$ cat config.mk
export PLATFORM = sky130hd
export DESIGN_NAME = sdram_rom_arbiter
export DESIGN_NICKNAME = d
export VERILOG_FILES = /design/src/rtl/sdram_rom_arbiter.sv
export SDC_FILE = /design/constraint.sdc
export NUM_CORES = 1
export LEC_CHECK = 0
export CAP_MARGIN = 20
export CORE_AREA = 4 4 103 178
export CTS_CLUSTER_SIZE = 10
export DETAILED_ROUTE_END_ITERATION = 7
export DIE_AREA = 0 0 107 182
export PLACE_DENSITY = 0.78
export SETUP_SLACK_MARGIN = 0.3
export SYNTH_ARGS = -nofsm -noshare
export SYNTH_HDL_FRONTEND = slang
export SYNTH_SLANG_ARGS = --single-unit
$ cat constraint.sdc
create_clock -name clk_sys -period 3.1 [get_ports clk_sys]
set_clock_uncertainty 0.2 [all_clocks]
set_input_delay 0.465 -clock clk_sys [delete_from_list [all_inputs] [get_ports clk_sys]]
set_output_delay 0.465 -clock clk_sys [all_outputs]
set_load 0.02 [all_outputs]
$ cat src/rtl/sdram_rom_arbiter.sv
// Arbitrates the toggle-handshake SDRAM port between the ROM download
// byte stream (buffered in a small FIFO) and CPU ROM fetches (one-word cache).
module sdram_rom_arbiter #(
  parameter int ADDR_W     = 23,
  parameter int FIFO_DEPTH = 4
) (
  input  logic              clk_sys,
  input  logic              reset,
  input  logic              dl_active,
  input  logic              dl_wr,
  input  logic [ADDR_W-1:0] dl_addr,
  input  logic [7:0]        dl_data,
  output logic              dl_overflow,
  input  logic              cpu_oe,
  input  logic [ADDR_W-1:0] cpu_addr,
  output logic [7:0]        cpu_data,
  output logic              cpu_hit,
  output logic              mem_req,
  input  logic              mem_ack,
  output logic              mem_we,
  output logic [ADDR_W-2:0] mem_addr,
  output logic [1:0]        mem_ds,
  output logic [15:0]       mem_din,
  input  logic [15:0]       mem_dout,
  output logic              busy
);

  localparam int PW = (FIFO_DEPTH > 1) ? $clog2(FIFO_DEPTH) : 1;
  localparam logic [PW:0] FULL_CNT = (PW+1)'(FIFO_DEPTH);
  localparam logic [PW:0] CNT1 = (PW+1)'(1);
  localparam logic [PW-1:0] PTR1 = PW'(1);

  typedef enum logic [1:0] {
    SYNC, IDLE, WR_WAIT, RD_WAIT
  } state_t;

  state_t state_q, state_d;

  logic              req_q, req_d;
  logic              we_q, we_d;
  logic [ADDR_W-2:0] addr_q, addr_d;
  logic [1:0]        ds_q, ds_d;
  logic [15:0]       din_q, din_d;
  logic              ovf_q;
  logic              dla_q;
  logic              cvalid_q;
  logic [ADDR_W-2:0] ctag_q;
  logic [15:0]       cword_q;

  logic [ADDR_W-1:0] fa_q [FIFO_DEPTH];
  logic [7:0]        fd_q [FIFO_DEPTH];
  logic [PW-1:0]     wp_q, rp_q;
  logic [PW:0]       cnt_q;

  logic empty, full, acked, pop, push, drop;
  logic dl_rise, tag_hit, issue_wr, issue_rd;
  logic [ADDR_W-1:0] head_addr;
  logic [7:0]        head_data;

  assign empty     = (cnt_q == '0);
  assign full      = (cnt_q == FULL_CNT);
  assign acked     = (mem_ack == req_q);
  assign pop       = (state_q == WR_WAIT) && acked;
  assign push      = dl_wr && (!full || pop);
  assign drop      = dl_wr && full && !pop;
  assign dl_rise   = dl_active && !dla_q;
  assign tag_hit   = cvalid_q && (ctag_q == cpu_addr[ADDR_W-1:1]);
  assign head_addr = fa_q[rp_q];
  assign head_data = fd_q[rp_q];
  assign issue_wr  = (state_q == IDLE) && !empty;
  assign issue_rd  = (state_q == IDLE) && empty && !dl_active
                     && cpu_oe && !tag_hit;

  assign cpu_hit     = tag_hit && !dl_active;
  assign cpu_data    = cpu_addr[0] ? cword_q[15:8] : cword_q[7:0];
  assign busy        = (state_q != IDLE) || !empty;
  assign dl_overflow = ovf_q;
  assign mem_req     = req_q;
  assign mem_we      = we_q;
  assign mem_addr    = addr_q;
  assign mem_ds      = ds_q;
  assign mem_din     = din_q;

  always_ff @(posedge clk_sys or posedge reset) begin
    if (reset) state_q <= SYNC;
    else       state_q <= state_d;
  end

  always_comb begin
    state_d = state_q;
    unique case (state_q)
      SYNC:    state_d = IDLE;
      IDLE: begin
        if (issue_wr)      state_d = WR_WAIT;
        else if (issue_rd) state_d = RD_WAIT;
      end
      WR_WAIT: if (acked) state_d = IDLE;
      RD_WAIT: if (acked) state_d = IDLE;
      default: state_d = SYNC;
    endcase
  end

  // SYNC adopts the controller's ack level instead of assuming it reset too
  always_comb begin
    req_d  = req_q;
    we_d   = we_q;
    addr_d = addr_q;
    ds_d   = ds_q;
    din_d  = din_q;
    unique case (1'b1)
      state_q == SYNC: req_d = mem_ack;
      issue_wr: begin
        req_d  = ~req_q;
        we_d   = 1'b1;
        addr_d = head_addr[ADDR_W-1:1];
        ds_d   = {head_addr[0], ~head_addr[0]};
        din_d  = {head_data, head_data};
      end
      issue_rd: begin
        req_d  = ~req_q;
        we_d   = 1'b0;
        addr_d = cpu_addr[ADDR_W-1:1];
        ds_d   = 2'b11;
      end
      default: ;
    endcase
  end

  always_ff @(posedge clk_sys or posedge reset) begin
    if (reset) begin
      req_q    <= 1'b0;
      we_q     <= 1'b0;
      addr_q   <= '0;
      ds_q     <= '0;
      din_q    <= '0;
      ovf_q    <= 1'b0;
      dla_q    <= 1'b0;
      cvalid_q <= 1'b0;
      ctag_q   <= '0;
      cword_q  <= '0;
      wp_q     <= '0;
      rp_q     <= '0;
      cnt_q    <= '0;
    end else begin
      req_q  <= req_d;
      we_q   <= we_d;
      addr_q <= addr_d;
      ds_q   <= ds_d;
      din_q  <= din_d;
      dla_q  <= dl_active;
      if (dl_rise) ovf_q <= 1'b0;
      if (drop)    ovf_q <= 1'b1;
      if (push) wp_q <= wp_q + PTR1;
      if (pop)  rp_q <= rp_q + PTR1;
      unique case ({push, pop})
        2'b10:   cnt_q <= cnt_q + CNT1;
        2'b01:   cnt_q <= cnt_q - CNT1;
        default: cnt_q <= cnt_q;
      endcase
      if ((state_q == RD_WAIT) && acked) begin
        cword_q  <= mem_dout;
        ctag_q   <= addr_q;
        cvalid_q <= 1'b1;
      end
      if (issue_wr || dl_rise) cvalid_q <= 1'b0;
    end
  end

  always_ff @(posedge clk_sys) begin
    if (push) begin
      fa_q[wp_q] <= dl_addr;
      fd_q[wp_q] <= dl_data;
    end
  end

endmodule

==> flow_summary.json, run 1 <==
{
  "die_y_um": 182,
  "p_per_area_nw_per_um2": 1022,
  "antenna_found_initial": 0,
  "grt_pass1_vias": 5093,
  "cp.depth": 7,
  "synthMuxAreaShare": 0.1508,
  "htreeDepth": 1,
  "ys_seq_area_frac": 0.6988,
  "grt_max_degree": 61,
  "ctsHoldBuffers": 0,
  "diodes": 0,
  "yosys.area_share.adder": 0.009905,
  "period_minus_slack_ns": 2.691,
  "coreArea_um2": 16870,
  "fillers": 1245,
  "vdd_drop_max_mv": 0.6539,
  "synth_compound_area_frac": 0.03392,
  "critical_path_buf_inv_count": 3,
  "max_stage_delay_ns": 0.45,
  "initial_core_util": 0.4942,
  "cts_made_buffers": 24,
  "first_pass_iters": 6,
  "fmax_mhz": 371.6,
  "synth_area_um2": 8337,
  "cts_max_path_buffers": 3,
  "synthToLayoutAreaGrowth_pct": 28.28,
  "min_path_type": "input pin to asynchronous set/reset pin",
  "ys_types": 38,
  "worst_setup_path_end_kind": "primary output",
  "status": "finished clean",
  "arrival_ns": 2.03,
  "finalCritPeriodShare": 0.8682,
  "hold_viol": 0,
  "required_ns": 2.43,
  "cts_root_buffer": "clkbuf_16",
  "dp_hpwl_um": 11740,
  "use_met3": 0.03664,
  "crit_family": "buffers and inverters",
  "synth_top_family_by_area": "multiplexers",
  "postCtsSetupRepairBufs": 0,
  "vias": 4590,
  "maxSlewViolCount": 0,
  "busiest_layer": "met2",
  "clk_pin_slew_ns": 0.05,
  "synth.ff_latch_count": 208,
  "post_synth.cell_area_avg_um2": 17.55,
  "cts_resized": 5,
  "cts_tree": "built",
  "grt_pass1_wl_um": 27590,
  "drt-total-wl_um": 17290,
  "synth_warnings": 0,
  "synth_nets": 557,
  "finalSetupViolations": 0,
  "cts.sinks": 208,
  "gr-usage-met2": 0.3319,
  "power.leakage_nw": 4.029,
  "rows": 63,
  "dieArea_um2": 19470,
  "die_w_um": 107,
  "utilization": 0.6340,
  "yosys.area_share.simple": 0.05148,
  "drt-initial-drc-count": 221,
  "rsz0062_at_grt": "no",
  "synthCells": 475,
  "crit_chain": "clkdlybuf4s50_1, xor2_1, nor4_2, buf_4, nand4_1, nor3_1, buf_4",
  "worst_path_max_delay_cell": "clkdlybuf4s50_1",
  "grtUsageMet1": 0.2106,
  "worstSetupPathType": "input pin to primary output",
  "synthXorXnorAreaFrac": 0.03047,
  "fin_nets": 702,
  "io_pins": 129,
  "critPathLaunchType": "input pin",
  "tightestPinTransition_ns": 0.6008,
  "critPathMaxFanout": 2,
  "critPathMostFrequentCell": "buf_4",
  "route.detailed.drc": 0,
  "track_usage": 0.1820,
  "gp_routability_congestion": 0.7827,
  "slew_headroom": 0.5986,
  "p_total_mw": 10.92,
  "clkLatencyLatePin_ns": 0.50,
  "drive_above_1_share": 0.2186,
  "wl_per_cell_um": 20.04,
  "maxCapViolations": 0,
  "portBuffers": 128,
  "via_per_inst": 5.319,
  "grt_overflow_total": 0,
  "r2r_cells": 11,
  "ant_nets": 0
}
[synthesized netlist by cell type]
cell / number / share of area
and3_1: 1 / 0.00075
and2_1: 27 / 0.020
or2_1: 1 / 0.00075
clkbuf_1: 10 / 0.0045
buf_1: 1 / 0.00045
a21oi_1: 2 / 0.0012
a31oi_1: 1 / 0.00075
nand2_1: 29 / 0.013
dfrtp_1: 84 / 0.25
o21ai_0: 2 / 0.0012
nor4_1: 2 / 0.0015
mux4_2: 31 / 0.084
nand2b_1: 2 / 0.0015
or2_2: 1 / 0.00075
mux2_2: 47 / 0.063
nand3_1: 1 / 0.00060
buf_6: 2 / 0.0027
nor2_1: 5 / 0.0023
inv_1: 11 / 0.0050
mux2i_1: 3 / 0.0036
nor2b_1: 2 / 0.0015
fa_1: 1 / 0.0024
nand4_1: 2 / 0.0015
xor2_1: 21 / 0.022
buf_4: 8 / 0.0072
nor3_2: 1 / 0.0012
a221o_1: 22 / 0.026
o21a_1: 1 / 0.00090
and4_1: 1 / 0.0011
buf_2: 8 / 0.0048
a41oi_1: 1 / 0.0011
a211o_1: 1 / 0.0011
nor4_2: 2 / 0.0030
nor3_1: 3 / 0.0018
o221a_2: 1 / 0.0014
edfxtp_1: 124 / 0.45
xnor2_1: 8 / 0.0084
ha_1: 5 / 0.0075
[worst reg2reg max path: cells and delay by family (launching register included)]
kind | cells | cell delay, ns
AOI/OAI and AO/OA | 1 | 0.25
xor gates and xnor gates | 3 | 0.55
adders and majority gates | 2 | 0.41
buffers and inverters | 2 | 0.14
DFF | 1 | 0.41
and+or+nand+nor | 3 | 0.47
[cells by family (layout without fill, tap and decap cells)]
| family | Yosys count | in the layout |
|---|---|---|
| flops | 208 | 208 |
| mux | 81 | 81 |
| simple gates | 80 | 80 |
| buf+inv | 40 | 201 |
| compound gates | 31 | 31 |
| xor+xnor | 29 | 29 |
| fa+ha+maj | 6 | 6 |
[worst paths after layout]
path | startpoint | to | slack (ns)
setup reg to reg | mem_req | cnt_q[2] | 0.55
min in group clk_sys | cword_q[2] | cword_q[2] | 0.30
hold reg to reg | cword_q[2] | cword_q[2] | 0.30
max in group asynchronous | reset | mem_addr[4] | 1.81
hold / removal | reset | mem_req | 0.20
setup / recovery | cpu_addr[19] | cpu_hit | 0.41
[per-layer routing]
metal | part of all wire | vias to the layer above
li1 | - | 2078
met1 | 0.37 | 2360
met2 | 0.56 | 124
met3 | 0.044 | 28
met4 | 0.024 | 0
met5 | 0 | -
[per-stage QoR]
stage	cell area [um^2]	instances	setup slack [ns]	TNS, ns	hold slack (ns)
after global placement	9990	821	0.004814	0	0.2838
after floorplan	8346	475	0.5004	0	0.2680
after detailed placement	9990	821	-0.06253	-0.06253	0.2932
after global routing	10690	863	0.3049	0	0.2217
final	10690	863	0.4087	0	0.1991
after CTS	10680	863	0.3268	0	0.2007
[report_power, final]
group / switching, mW / leakage [nW] / internal, mW
logic: 1.99 / 1.55 / 2.12
clock network: 0.985 / 0.334 / 1.51
registers: 0.453 / 2.15 / 3.88
[final cells by class]
cell class	instances	area [um^2]	area share
Sequential cell	208	5827	0.5449
Timing Repair Buffer	148	1519	0.1420
Tap cell	227	284.0	0.02656
Multi-Input combinational cell	227	2320	0.2169
Clock buffer	42	699.4	0.06540
Inverter	11	45.04	0.004212
[state kept, by name (all words and copies together), names as in the netlist]
signal and count:
cnt_q 3, ctag_q 22, dl_overflow 1, dla_q 1, fa_q 92, state_q 2
mem_din 8, rp_q 2, mem_addr 22, fd_q 32, mem_req 1, wp_q 2
cword_q 16, cvalid_q 1, mem_ds 2, mem_we 1
[cell usage in the layout (no fill, tap or decap), types with 3 or more instances in the layout]
master	instances
mux2_2	47
edfxtp_1	124
nand2_1	29
a221o_1	22
nor2_1	5
xor2_1	21
buf_12	7
buf_4	14
clkbuf_1	16
inv_1	10
mux2i_1	3
clkdlybuf4s50_1	126
and2_2	4
clkbuf_16	25
dfrtp_1	83
ha_1	5
mux4_2	31
xnor2_1	8
and2_1	23
Power figures use the tool's default switching activity.
==> run 2, diff against run 1 <==
- CTS_CLUSTER_DIAMETER: unset -> 200
==> results of run 2 <==
Same layout as run 1: the final DEF is identical, and so are final timing and power.
==> run 3, diff against run 2 <==
- CELL_PAD_IN_SITES_DETAIL_PLACEMENT: unset -> 1
- CELL_PAD_IN_SITES_GLOBAL_PLACEMENT: unset -> 1
- CORE_AREA: 4 4 103 178 -> 4 4 115 198
- DIE_AREA: 0 0 107 182 -> 0 0 119 202
- PLACE_DENSITY: 0.78 -> 0.74
==> run 3 against run 2 <==
  * Clock power about the same
  * Register-to-register slack is essentially flat
  * Combinational power grew 2%
==> flow_summary.json, run 3 (synthesis results as in run 1) <==
{
  "crit_path_start": "cpu_addr[2]",
  "grt_pass1_wl_um": 31820,
  "ctsHoldBuffers": 0,
  "drive_above_1_share": 0.2305,
  "coreArea_um2": 21110,
  "rsz0062_at_grt": "yes",
  "utilization": 0.5124,
  "r2r-start": "mem_req",
  "p_per_area_nw_per_um2": 1023,
  "maxCapViolations": 0,
  "crit_chain": "clkdlybuf4s50_1, xor2_1, nor4_2, buf_4, nand2_1, nor3_1, buf_2",
  "synthToLayoutAreaGrowth_pct": 29.73,
  "regMostFlops": "fa_q",
  "vias": 4645,
  "clkLatencyLatePin_ns": 0.50,
  "finalSetupViolations": 0,
  "io_pins": 129,
  "fillers": 2005,
  "first_pass_iters": 5,
  "p_total_mw": 11.07,
  "dieArea_um2": 24040,
  "drt-initial-drc-count": 334,
  "worst_setup_path_end_kind": "primary output",
  "via_per_inst": 4.995,
  "worst_path_max_delay_cell": "clkdlybuf4s50_1",
  "route.detailed.drc": 0,
  "tightestPinTransition_ns": 0.9188,
  "drt-total-wl_um": 19820,
  "worstSetupPathType": "input pin to primary output",
  "grt_max_degree": 41,
  "critPathMaxFanout": 2,
  "antenna_found_initial": 0,
  "grt_pass1_vias": 5394,
  "clk_pin_slew_ns": 0.06,
  "cts_root_buffer": "clkbuf_16",
  "arrival_ns": 2.05,
  "grt_overflow_total": 0,
  "finalCritPeriodShare": 0.8751,
  "portBuffers": 128,
  "track_usage": 0.1698,
  "critical_path_buf_inv_count": 3,
  "status": "finished clean",
  "reg_top3": "fa_q (92), fd_q (32)",
  "ant_nets": 0,
  "vdd_drop_max_mv": 0.4959,
  "initial_core_util": 0.3950,
  "largest_reg_flops": 92,
  "fmax_mhz": 368.6,
  "required_ns": 2.43,
  "hold_viol": 0,
  "wl_per_cell_um": 21.31,
  "max_stage_delay_ns": 0.46,
  "htreeDepth": 1,
  "cts_made_buffers": 24,
  "cts_tree": "built",
  "diodes": 0,
  "gp_routability_congestion": 0.7740,
  "die_w_um": 119,
  "final_common_cell": "clkdlybuf4s50_1",
  "period_minus_slack_ns": 2.713,
  "final_cell_mix": "clkdlybuf4s50_1, edfxtp_1, dfrtp_1, mux2_2, mux4_2",
  "dp_hpwl_um": 13990,
  "die_y_um": 202,
  "critPathLaunchType": "input pin",
  "cts.sinks": 208,
  "power.leakage_nw": 4.051,
  "rows": 70,
  "slew_headroom": 0.3862,
  "crit_family": "buffers and inverters",
  "maxSlewViolCount": 0,
  "min_path_type": "input pin to asynchronous set/reset pin",
  "fin_nets": 708,
  "cts_max_path_buffers": 3
}
run 3: cell types whose count changed in the layout (fill, tap and decap cells not counted), sizes merged:
cell / before / now
buf: 21 / 27
dlygate4sd2: 0 / 1
dlymetal6s2s: 1 / 0
run 3: per-stage QoR:
step	std cells	setup TNS [ns]	hold WS [ns]	setup slack, ns	area (um^2)
6_report	930	0	0.2955	0.3873	10820
5_1_grt	930	0	0.3218	0.2474	10820
4_1_cts	930	0	0.2934	0.2846	10800
3_5_place_dp	888	-0.1198	0.2798	-0.1118	10100
3_3_place_gp	888	-0.03431	0.2814	-0.03431	10100
2_1_floorplan	475	0	0.2680	0.5004	8346
run 3: final timing paths:
check	end	slack (ns)	cells past startpoint
setup / recovery	cpu_hit	0.39	7
hold / removal	cword_q[12]	0.30	2
setup reg to reg	cnt_q[2]	0.54	11
hold reg to reg	mem_ds[1]	0.30	1
max in group asynchronous	mem_addr[9]	1.70	3
min in group clk_sys	mem_ds[1]	0.30	1
run 3: power by group:
part | internal [mW] | leakage (nW) | switching (mW)
sequential | 3.88 | 2.15 | 0.475
clock | 1.51 | 0.334 | 1.01
combinational | 2.12 | 1.57 | 2.07
run 3: layer usage:
metal | vias to the layer above | part of all wire | routed length (um) | GRT usage
li1 | 2092 | - | - | -
met1 | 2409 | 0.37 | 7333 | 0.1888
met2 | 122 | 0.57 | 11300 | 0.3281
met3 | 22 | 0.042 | 836 | 0.03052
met4 | 0 | 0.018 | 347 | 0.04310
met5 | - | 0 | 0 | 0
run 3: layout make-up:
class | instances | area, um^2 | share of cell area
Clock buffer | 42 | 699.4 | 0.06467
Inverter | 11 | 45.04 | 0.004165
Multi-Input combinational cell | 227 | 2338 | 0.2162
Timing Repair Buffer | 154 | 1545 | 0.1429
Sequential cell | 208 | 5827 | 0.5388
Tap cell | 288 | 360.3 | 0.03332
run 3: repair_timing:
item                       4_1_cts  5_1_grt
gates resized for setup          6        4
setup endpoints to repair        9        3
pin swaps                        0        1
buffers inserted                 0        0
run 3: worst reg2reg max path, delay by kind of cell, from the launching register on:
kind / cells / cell delay, ns
XOR/XNOR: 3 / 0.55
AND/OR/NAND/NOR: 3 / 0.49
flip-flops: 1 / 0.42
adder cells (fa/ha/maj): 2 / 0.39
AO/OA/AOI/OAI: 1 / 0.25
buffers and inverters: 2 / 0.15
